File: src/rtl/alu_issue_ctrl.sv
// ---------------------------------------------------------------------------
// alu_issue_ctrl
//   Multi-cycle sequencer sitting in front of the Mini-SRC 32-bit ALU. It
//   accepts one R-format instruction at a time and runs it through a fixed
//   sequence of states:
//     IDLE  -> INCPC -> READ -> EXEC [-> WAIT] -> WB -> IDLE
//   INCPC borrows the ALU (IncPC select) to compute pc+1. READ covers the
//   register file's one-cycle read latency. EXEC/WAIT hold the ALU inputs
//   steady while the result settles. WB pulses the write strobes.
//
// Parameters
//   MULDIV_LAT  cycles the ALU inputs are held for mul/div (EXEC+WAIT), 1..15
//   PC_RESET    pc value after reset
//
// Ports
//   clock, clear                  clock / synchronous active-low reset
//   instr, instr_valid/ready      instruction intake handshake
//   rf_rd_addr_a/b, rf_rd_data_a/b register file read port (1-cycle latency)
//   alu_a, alu_b, alu_opcode,
//   alu_incpc, alu_hi, alu_lo     ALU operand/result interface
//   rf_wr_en/addr/data            register file write port
//   hilo_wr_en, hi_data, lo_data  HI/LO write port
//   pc                            program counter
//   done, illegal                 retire pulse / unsupported-opcode pulse
//
// Optional feature (macro ALU_ISSUE_FLAGS_EN)
//   Adds z_flag / n_flag outputs, refreshed on every write-back pulse and left
//   untouched when an illegal instruction retires.
//
// All outputs are registered. Strobes (rf_wr_en, hilo_wr_en, done, illegal)
// are high for exactly the WB cycle; data outputs hold between pulses.
// ---------------------------------------------------------------------------
module alu_issue_ctrl #(
    parameter int unsigned MULDIV_LAT = 4,
    parameter logic [31:0] PC_RESET   = 32'h0000_0000
) (
    input  logic        clock,
    input  logic        clear,
    input  logic [31:0] instr,
    input  logic        instr_valid,
    output logic        instr_ready,
    output logic [3:0]  rf_rd_addr_a,
    output logic [3:0]  rf_rd_addr_b,
    input  logic [31:0] rf_rd_data_a,
    input  logic [31:0] rf_rd_data_b,
    output logic [31:0] alu_a,
    output logic [31:0] alu_b,
    output logic [4:0]  alu_opcode,
    output logic        alu_incpc,
    input  logic [31:0] alu_hi,
    input  logic [31:0] alu_lo,
    output logic        rf_wr_en,
    output logic [3:0]  rf_wr_addr,
    output logic [31:0] rf_wr_data,
    output logic        hilo_wr_en,
    output logic [31:0] hi_data,
    output logic [31:0] lo_data,
    output logic [31:0] pc,
    output logic        done,
    output logic        illegal
`ifdef ALU_ISSUE_FLAGS_EN
    ,
    output logic        z_flag,
    output logic        n_flag
`endif
);

    // Instruction field layout (R-format)
    typedef struct packed {
        logic [4:0]  op;
        logic [3:0]  ra;
        logic [3:0]  rb;
        logic [3:0]  rc;
        logic [14:0] rsvd;
    } instr_t;

    // Fields the sequencer still needs after acceptance
    typedef struct packed {
        logic [4:0] op;
        logic [3:0] ra;
    } ir_t;

    typedef enum logic [2:0] {
        IDLE,
        INCPC,
        READ,
        EXEC,
        WAIT,
        WB
    } state_t;

    localparam logic [4:0] OP_ADD  = 5'b00011;
    localparam logic [4:0] OP_SUB  = 5'b00100;
    localparam logic [4:0] OP_SHR  = 5'b00101;
    localparam logic [4:0] OP_SHRA = 5'b00110;
    localparam logic [4:0] OP_SHL  = 5'b00111;
    localparam logic [4:0] OP_ROR  = 5'b01000;
    localparam logic [4:0] OP_ROL  = 5'b01001;
    localparam logic [4:0] OP_AND  = 5'b01010;
    localparam logic [4:0] OP_OR   = 5'b01011;
    localparam logic [4:0] OP_MUL  = 5'b01111;
    localparam logic [4:0] OP_DIV  = 5'b10000;
    localparam logic [4:0] OP_NEG  = 5'b10001;
    localparam logic [4:0] OP_NOT  = 5'b10010;

    // EXEC is the first of the MULDIV_LAT settle cycles; the counter covers
    // the remaining ones spent in WAIT.
    localparam logic [3:0] LAT_M1 = 4'(MULDIV_LAT - 1);

    state_t     state;
    ir_t        ir;
    logic [3:0] cnt;
    instr_t     instr_f;
    logic       op_supported;
    logic       op_muldiv;

    assign instr_f = instr_t'(instr);

    // Reserved instruction bits are deliberately ignored.
    logic unused_rsvd;
    assign unused_rsvd = ^instr_f.rsvd;

    always_comb begin
        op_supported = 1'b0;
        op_muldiv    = 1'b0;
        case (ir.op)
            OP_ADD, OP_SUB, OP_SHR, OP_SHRA, OP_SHL, OP_ROR, OP_ROL,
            OP_AND, OP_OR, OP_NEG, OP_NOT: op_supported = 1'b1;
            OP_MUL, OP_DIV: begin
                op_supported = 1'b1;
                op_muldiv    = 1'b1;
            end
            default: ;
        endcase
    end

    always_ff @(posedge clock) begin
        if (!clear) begin
            state        <= IDLE;
            pc           <= PC_RESET;
            instr_ready  <= 1'b1;
            ir           <= '0;
            cnt          <= '0;
            rf_rd_addr_a <= '0;
            rf_rd_addr_b <= '0;
            alu_a        <= '0;
            alu_b        <= '0;
            alu_opcode   <= '0;
            alu_incpc    <= 1'b0;
            rf_wr_en     <= 1'b0;
            rf_wr_addr   <= '0;
            rf_wr_data   <= '0;
            hilo_wr_en   <= 1'b0;
            hi_data      <= '0;
            lo_data      <= '0;
            done         <= 1'b0;
            illegal      <= 1'b0;
`ifdef ALU_ISSUE_FLAGS_EN
            z_flag       <= 1'b0;
            n_flag       <= 1'b0;
`endif
        end else begin
            // Strobes default low so they only live for the WB cycle.
            rf_wr_en   <= 1'b0;
            hilo_wr_en <= 1'b0;
            done       <= 1'b0;
            illegal    <= 1'b0;

            case (state)
                IDLE: begin
                    if (instr_valid) begin
                        ir.op        <= instr_f.op;
                        ir.ra        <= instr_f.ra;
                        // Read addresses go out now so data is back by READ.
                        rf_rd_addr_a <= instr_f.rb;
                        rf_rd_addr_b <= instr_f.rc;
                        // Set up the ALU for pc+1 during INCPC.
                        alu_incpc    <= 1'b1;
                        alu_a        <= pc;
                        alu_b        <= '0;
                        instr_ready  <= 1'b0;
                        state        <= INCPC;
                    end
                end

                INCPC: begin
                    pc        <= alu_lo;
                    alu_incpc <= 1'b0;
                    state     <= READ;
                end

                READ: begin
                    // Operands land straight in the ALU input registers and
                    // stay put through EXEC/WAIT/WB.
                    alu_a      <= rf_rd_data_a;
                    alu_b      <= rf_rd_data_b;
                    alu_opcode <= ir.op;
                    state      <= EXEC;
                end

                EXEC: begin
                    if (!op_supported) begin
                        illegal <= 1'b1;
                        done    <= 1'b1;
                        state   <= WB;
                    end else if (op_muldiv) begin
                        cnt <= LAT_M1;
                        if (MULDIV_LAT > 1) begin
                            state <= WAIT;
                        end else begin
                            hi_data    <= alu_hi;
                            lo_data    <= alu_lo;
                            hilo_wr_en <= 1'b1;
                            done       <= 1'b1;
`ifdef ALU_ISSUE_FLAGS_EN
                            z_flag     <= ({alu_hi, alu_lo} == 64'd0);
                            n_flag     <= alu_hi[31];
`endif
                            state      <= WB;
                        end
                    end else begin
                        rf_wr_en   <= 1'b1;
                        rf_wr_addr <= ir.ra;
                        rf_wr_data <= alu_lo;
                        done       <= 1'b1;
`ifdef ALU_ISSUE_FLAGS_EN
                        z_flag     <= (alu_lo == 32'd0);
                        n_flag     <= alu_lo[31];
`endif
                        state      <= WB;
                    end
                end

                WAIT: begin
                    cnt <= cnt - 4'd1;
                    // cnt==1 means the counter reaches 0 at this edge: the
                    // ALU inputs have now been stable for MULDIV_LAT cycles.
                    if (cnt == 4'd1) begin
                        hi_data    <= alu_hi;
                        lo_data    <= alu_lo;
                        hilo_wr_en <= 1'b1;
                        done       <= 1'b1;
`ifdef ALU_ISSUE_FLAGS_EN
                        z_flag     <= ({alu_hi, alu_lo} == 64'd0);
                        n_flag     <= alu_hi[31];
`endif
                        state      <= WB;
                    end
                end

                WB: begin
                    instr_ready <= 1'b1;
                    state       <= IDLE;
                end

                default: begin
                    instr_ready <= 1'b1;
                    state       <= IDLE;
                end
            endcase
        end
    end

endmodule

File: config.mk
export PLATFORM = sky130hd
export DESIGN_NAME = alu_issue_ctrl
export DESIGN_NICKNAME = d
export VERILOG_FILES = /design/src/rtl/alu_issue_ctrl.sv
export SDC_FILE = /design/constraint.sdc
export NUM_CORES = 1
export LEC_CHECK = 0
export BUFFER_PORTS_ARGS = -buffer_cell sky130_fd_sc_hd__buf_2
export CORE_MARGIN = 1.5
export CORE_UTILIZATION = 30
export DETAILED_ROUTE_END_ITERATION = 12
export PLACE_DENSITY = 0.61
export SYNTH_ARGS = -nofsm -noshare
export SYNTH_HDL_FRONTEND = slang
export SYNTH_SLANG_ARGS = --single-unit
File: constraint.sdc
create_clock -name clock -period 2.9 [get_ports clock]
set_input_delay 0.58 -clock clock [delete_from_list [all_inputs] [get_ports clock]]
set_output_delay 0.58 -clock clock [all_outputs]
set_load 0.1 [all_outputs]
* Yosys cells after proc, flatten, opt, wreduce, memory -nomap -nowiden
Cells that the tools add are included.
** Storage, ports and cells
- Bits in registers :: 231
- Input bits :: 163
- Output and inout port bits :: 215
- Logic and storage cells :: 86
** Cells by class
- Multiplexer cells :: 23
- $add $sub $neg :: 1
- Reductions and logical operators :: 18
- Bitwise gates (word level) :: 2
- Equality and inequality tests :: 22
** Operators by type and width (number)
- one-hot mux 32 bit (2 select lines) :: 2
- 2-to-1 mux 32 bit :: 2
- == test 5 x 4 -> 1 bit (second input constant) :: 5
- == test 5 x 3 -> 1 bit (second input constant) :: 4
- AND reduction 2 bit :: 8
- == test 5 bit (second input constant) :: 3
- one-hot mux 3 bit (5 select lines) :: 1
- OR reduction 13 bit :: 1
- 2-to-1 mux 1 bit :: 10
- AND reduction 3 bit :: 3
- 2-to-1 mux 4 bit :: 2
- inequality test 2 bit (second input constant) :: 4
- one-hot mux 4 bit (2 select lines) :: 1
- == test 3 x 2 -> 1 bit (second input constant) :: 2
- 2-to-1 mux 3 bit :: 2
- one-hot mux 1 bit (2 select lines) :: 3
- nonzero test 2 bit :: 3
- == test 5 x 2 -> 1 bit (second input constant) :: 1
- == test 4 x 1 -> 1 bit (second input constant) :: 1
- OR reduction 4 bit :: 1
- subtractor 4 x 1 -> 4 bit (second input constant) :: 1
- == test 3 x 1 -> 1 bit (second input constant) :: 1
- == test 3 bit (second input constant) :: 1
- zero test 3 bit :: 1
- other kinds (2) :: 3

* Logic depth before layout (Yosys ltp)
- Depth in word-level cells :: 6
- Depth in mapped cells :: 8
- Mapped depth without buffers :: 6

* Worst setup path after synthesis
No wires, ideal clock.
- Path kind :: in2reg
- Start :: in clear
- End :: reg rf_wr_addr[0]
- Library setup time :: 0.072 ns
- Setup slack :: 1.329 ns
- Data arrival time :: 1.499 ns
- Path buffers :: 3
- Stages on the path :: 5
- Cells stage by stage :: clkbuf_1 clkbuf_1 clkbuf_1 nand2_1 mux2i_1
** RTL lines
- from (decl) :: line 38 : input logic clear,
- to (signal assigned) :: line 223 : rf_wr_addr <= ir.ra;
- to (decl) :: line 53 : output logic [3:0] rf_wr_addr,

* Worst setup path in the final report
- Start :: reg state[0]
- End :: reg alu_a[7]
** Between the ends
- Longest elaborated chain between the ends :: 3
- Elaborated cells on any way between the ends :: 6
- Classes of those cells :: eq/ne: 2; mux: 1; reduce/logical: 3
** Ends and longest elaborated chain
- from (decl) :: line 110 : state_t state;
- from (signal assigned) :: line 139 : state <= IDLE;
- from (signal assigned) :: line 182 : state <= INCPC;
- from (signal assigned) :: line 189 : state <= READ;
- == test 3 x 2 -> 1 bit or zero test 3 bit (tied branches) :: line 169 : case (state)
- nonzero test 2 bit (no source line) or inequality test 2 bit (tied branches)
- AND reduction 2 bit (no source line)
- to (signal assigned) :: line 179 : alu_a <= pc;
- to (signal assigned) :: line 195 : alu_a <= rf_rd_data_a;
- to (decl) :: line 46 : output logic [31:0] alu_a,
Several ways; a longest one is shown, not always the timed one.
A chain may end at the register's enable or synchronous reset.

==> metrics list <==
- Total track usage: 17.10%
- Number of global-route vias before repair: 7839
- 378 I/O pins were placed.
* Library cell used as clock root buffer: sky130_fd_sc_hd__clkbuf_16
- Layout net count: 1524
* Maximum fanout along the worst path: 19
- After synthesis, the mean cell area works out to a little under 9 µm².
* Most area-consuming cells after synthesis: sky130_fd_sc_hd__dfxtp_1 52%, sky130_fd_sc_hd__nand2_1 16%, sky130_fd_sc_hd__a21boi_0 11%
- Once detailed placement completed, the half-perimeter wirelength came to 18780 µm.
- Dividing the final minimum period by the clock period gives ~70%.
- Setup violations remaining at the end of the flow were counted as 0.
- Clock sink count: 231
- The floorplan step set the die height to 175.8 µm.
- Buffers added to address setup during post-CTS repair amount to 0.
- The die is about 180 µm wide.
- Power per unit of standard cell area: 826.7 mW/mm²
* Fraction of the mapped netlist area in simple logic gates: 19.90%
* WP data arrival: roughly 2.5 ns
- Share of layout cells above drive strength 1: 31.45%
- Area of the mapped netlist: 0.008961 mm²
- Final worst path period need: 2.036 ns
- Total CTS buffers: 26
* Later-pin clock latency in the skew report: 0.52 ns
* Fraction of registers with async set/reset: 0%
* Switching share of power: approximately two fifths
* Global placer's final weighted congestion: 0.7944
- In this run, synthesis inferred 0 flip-flops with an integrated enable.
- Input and output buffers added on the ports amount to between 300 and 400.
* Clock-pin slew reported for the worst setup and hold paths after clock tree synthesis: 0.06 ns
* Multiplexer share of the synthesized area: 4.021%
- Final-report max-slew violation count: 0
* Via count normalized by instance count: 4.568
* Result of the run: completed
* Library cell occupying the most area in the post-synthesis netlist: sky130_fd_sc_hd__dfxtp_1
- Clock power share: 32.6%
- Combinational power share: between 30% and 40%
- Clock Tree Buf Depth: 3
- The tightest min-delay check is of the in -> reg type.
- For this design the static power due to leakage is 0.005147 µW.
* Cell variety after synth: 38
* Max Clock Skew: between 0.01 and 0.015 ns
- The first global-routing pass estimated 42390 µm of wire.
* Max-cap violations: 0
- Total via count in the routed design: 8072
- Synthesized-area fraction occupied by ao, oa, aoi and oai cells: 18.88%
- VDD sags by at most 382.2 µV.
- The count of cells in the finished layout, fillers not included, comes to 1767.
* Cells resized by post-CTS repair: 0
- The critical path is of the reg -> reg type.
- Arithmetic-cell share of the synthesized area counting full adders, half adders and majority gates: less than 1%
- Dominant cell by count in the synthesized netlist: sky130_fd_sc_hd__nand2_1
- Setup repair after global routing left no endpoint under its margin.
- Of the post-synthesis cell area, the dominant cell type holds 51.61%.
- The worst setup path is captured at a register.
* Flip-flop and latch count after synthesis: 231
* Sum of negative setup slack: 0 ns
- Crit path launch type: register
- Final antenna-violating net count: 0
- TritonCTS clock tree: built
- Maximum achievable frequency: 491.1 MHz
- Post-cts hold buffer count: 0
* Placeable Area: a little under 0.03 mm²
* Synthesis-to-layout area growth: 33.02%
- Worst Path Required: 3.34 ns
- Cell total after placement: around 1.7k
- Final routed wire length divided by cell count: ~15 µm
- By count the netlist is led by 381 x sky130_fd_sc_hd__nand2_1, 231 x sky130_fd_sc_hd__dfxtp_1, 136 x sky130_fd_sc_hd__a21boi_0, 51 x sky130_fd_sc_hd__clkbuf_1, 46 x sky130_fd_sc_hd__a21boi_1.
- Global-route congestion overflow total: 0
- Number of antenna violations at the first check in global routing: 0
- The final number of hold-violating endpoints was 0.
* Part of the Yosys area used for sequential elements: 51.61%
- In this run, flip-flops and latches consume 36.6% of the power.
- Relative slew slack: 46.86%
* Length of the first detailed-routing pass in iterations: 5
- DIE AREA: between 0.03 and 0.04 mm²
* Measured slew at the worst slew-check pin: 0.7971 ns
- After synthesis, the largest family of logic cells by area is simple AND/OR/NAND/NOR gates.
- Reported net switching power: 3950 µW
* Syn nets: about 1.2k
- Synthesis produced a netlist whose cell count is 1032.
- For this block, the routed nets add up to between 20000 and 30000 µm of wire.
* Primary flip-flop cell chosen by synthesis mapping: sky130_fd_sc_hd__dfxtp_1
* CTS H-Tree Depth: 1
* Remaining design rule violation count: 0
- For this configuration, the core starts out at a cell density of a little under a third.
* Initial DRC Count: 344
- Xor-xnor portion of the synthesized cell area: 0.2932%
- The number of antenna diodes in the final layout is 0.
* Number of cell rows: 63
- Internal power consumption: 5905 µW
* Maximum number of pins on one net before global-route repair: 103
- Yosys printed 0 warnings.
[cells by family after synthesis]
group                      after synthesis
muxes                                   36
adders and majority gates                2
AOI/OAI and AO/OA                      227
xor gates and xnor gates                 3
DFF                                    231
and+or+nand+nor                        444
buffers and inverters                   89
[final timing paths]
path	from	to	slack, ns	depth (start not counted)
min	rf_rd_data_b[11]	alu_b[11]	0.29	3
max reg2reg	state[0]	alu_a[7]	0.86	6
max	state[0]	alu_a[7]	0.86	6
min reg2reg	alu_opcode[4]	alu_opcode[4]	0.45	2
[metrics by stage]
step / hold slack (ns) / utilization (%) / power [µW] / worst slack (ns) / area [µm²]
2_1_floorplan: 0.4383 / - / 6065 / 1.329 / 8961
3_3_place_gp: 0.4381 / 37.59 / 6719 / 0.9428 / 11080
3_5_place_dp: 0.4433 / 37.59 / 6748 / 0.8791 / 11080
4_1_cts: 0.2618 / 40.43 / 9990 / 0.8373 / 11920
5_1_grt: 0.2817 / 40.43 / 10300 / 0.6557 / 11920
6_report: 0.2924 / 40.43 / 9855 / 0.8636 / 11920
[sequential cells by signal, indices dropped and copies added (netlist names)]
| signal | count |
|---|---|
| ir | 9 |
| rf_wr_addr | 4 |
| lo_data | 32 |
| done | 1 |
| rf_wr_en | 1 |
| instr_ready | 1 |
| alu_a | 32 |
| rf_rd_addr_b | 4 |
| alu_incpc | 1 |
| hilo_wr_en | 1 |
| state | 3 |
| rf_rd_addr_a | 4 |
| rf_wr_data | 32 |
| cnt | 4 |
| illegal | 1 |
| alu_opcode | 5 |
| alu_b | 32 |
| hi_data | 32 |
| pc | 32 |
[worst max-delay path, cell delays in order (launching register included)]
cell and delay [ns]:
sky130_fd_sc_hd__dfxtp_1 0.58, sky130_fd_sc_hd__nor2_2 0.15, sky130_fd_sc_hd__and3_2 0.34, sky130_fd_sc_hd__nor2_4 0.41
sky130_fd_sc_hd__buf_12 0.22, sky130_fd_sc_hd__nand2_1 0.06, sky130_fd_sc_hd__a21boi_0 0.18
[power by group through the flow]
| stage | registers (µW) | logic (µW) | clock network, µW |
|---|---|---|---|
| global route | 3640 | 3220 | 3440 |
| floorplan | 5250 | 811 | 0 |
| detailed placement | 3680 | 3070 | 0 |
| finish | 3610 | 3040 | 3210 |
| global placement | 3670 | 3050 | 0 |
| CTS | 3610 | 3070 | 3310 |
[area by class of cell]
class | count | area [µm²]
well taps | 390 | 488.0
inverters | 6 | 22.52
multi-input cells | 712 | 3918
flip-flops and latches | 231 | 4624
repair buffers | 382 | 2031
clock buffers | 38 | 767.0
fillers | 3059 | 17560
clock inverters | 8 | 70.07
[placed cells by master (no fill, tap or decap), types with 4 or more instances in the layout]
master and instances:
sky130_fd_sc_hd__a21boi_1 46, sky130_fd_sc_hd__clkbuf_1 6, sky130_fd_sc_hd__buf_2 361, sky130_fd_sc_hd__a21boi_0 136
sky130_fd_sc_hd__clkinv_2 5, sky130_fd_sc_hd__clkbuf_16 27, sky130_fd_sc_hd__buf_12 5, sky130_fd_sc_hd__clkbuf_8 5
sky130_fd_sc_hd__a22oi_1 30, sky130_fd_sc_hd__dfxtp_1 231, sky130_fd_sc_hd__mux2i_1 36, sky130_fd_sc_hd__nand2_1 381
sky130_fd_sc_hd__buf_4 15, sky130_fd_sc_hd__nand3_1 36, sky130_fd_sc_hd__inv_1 4, sky130_fd_sc_hd__and3_1 5
[layer usage]
layer	vias up	GRT usage, %	part of all wire [%]
li1	4064	-	-
met1	3708	21.47	44
met2	267	29.38	47
met3	33	4.199	7.5
met4	0	3.989	1.7
met5	-	0	0
Power figures use the tool's default switching activity.
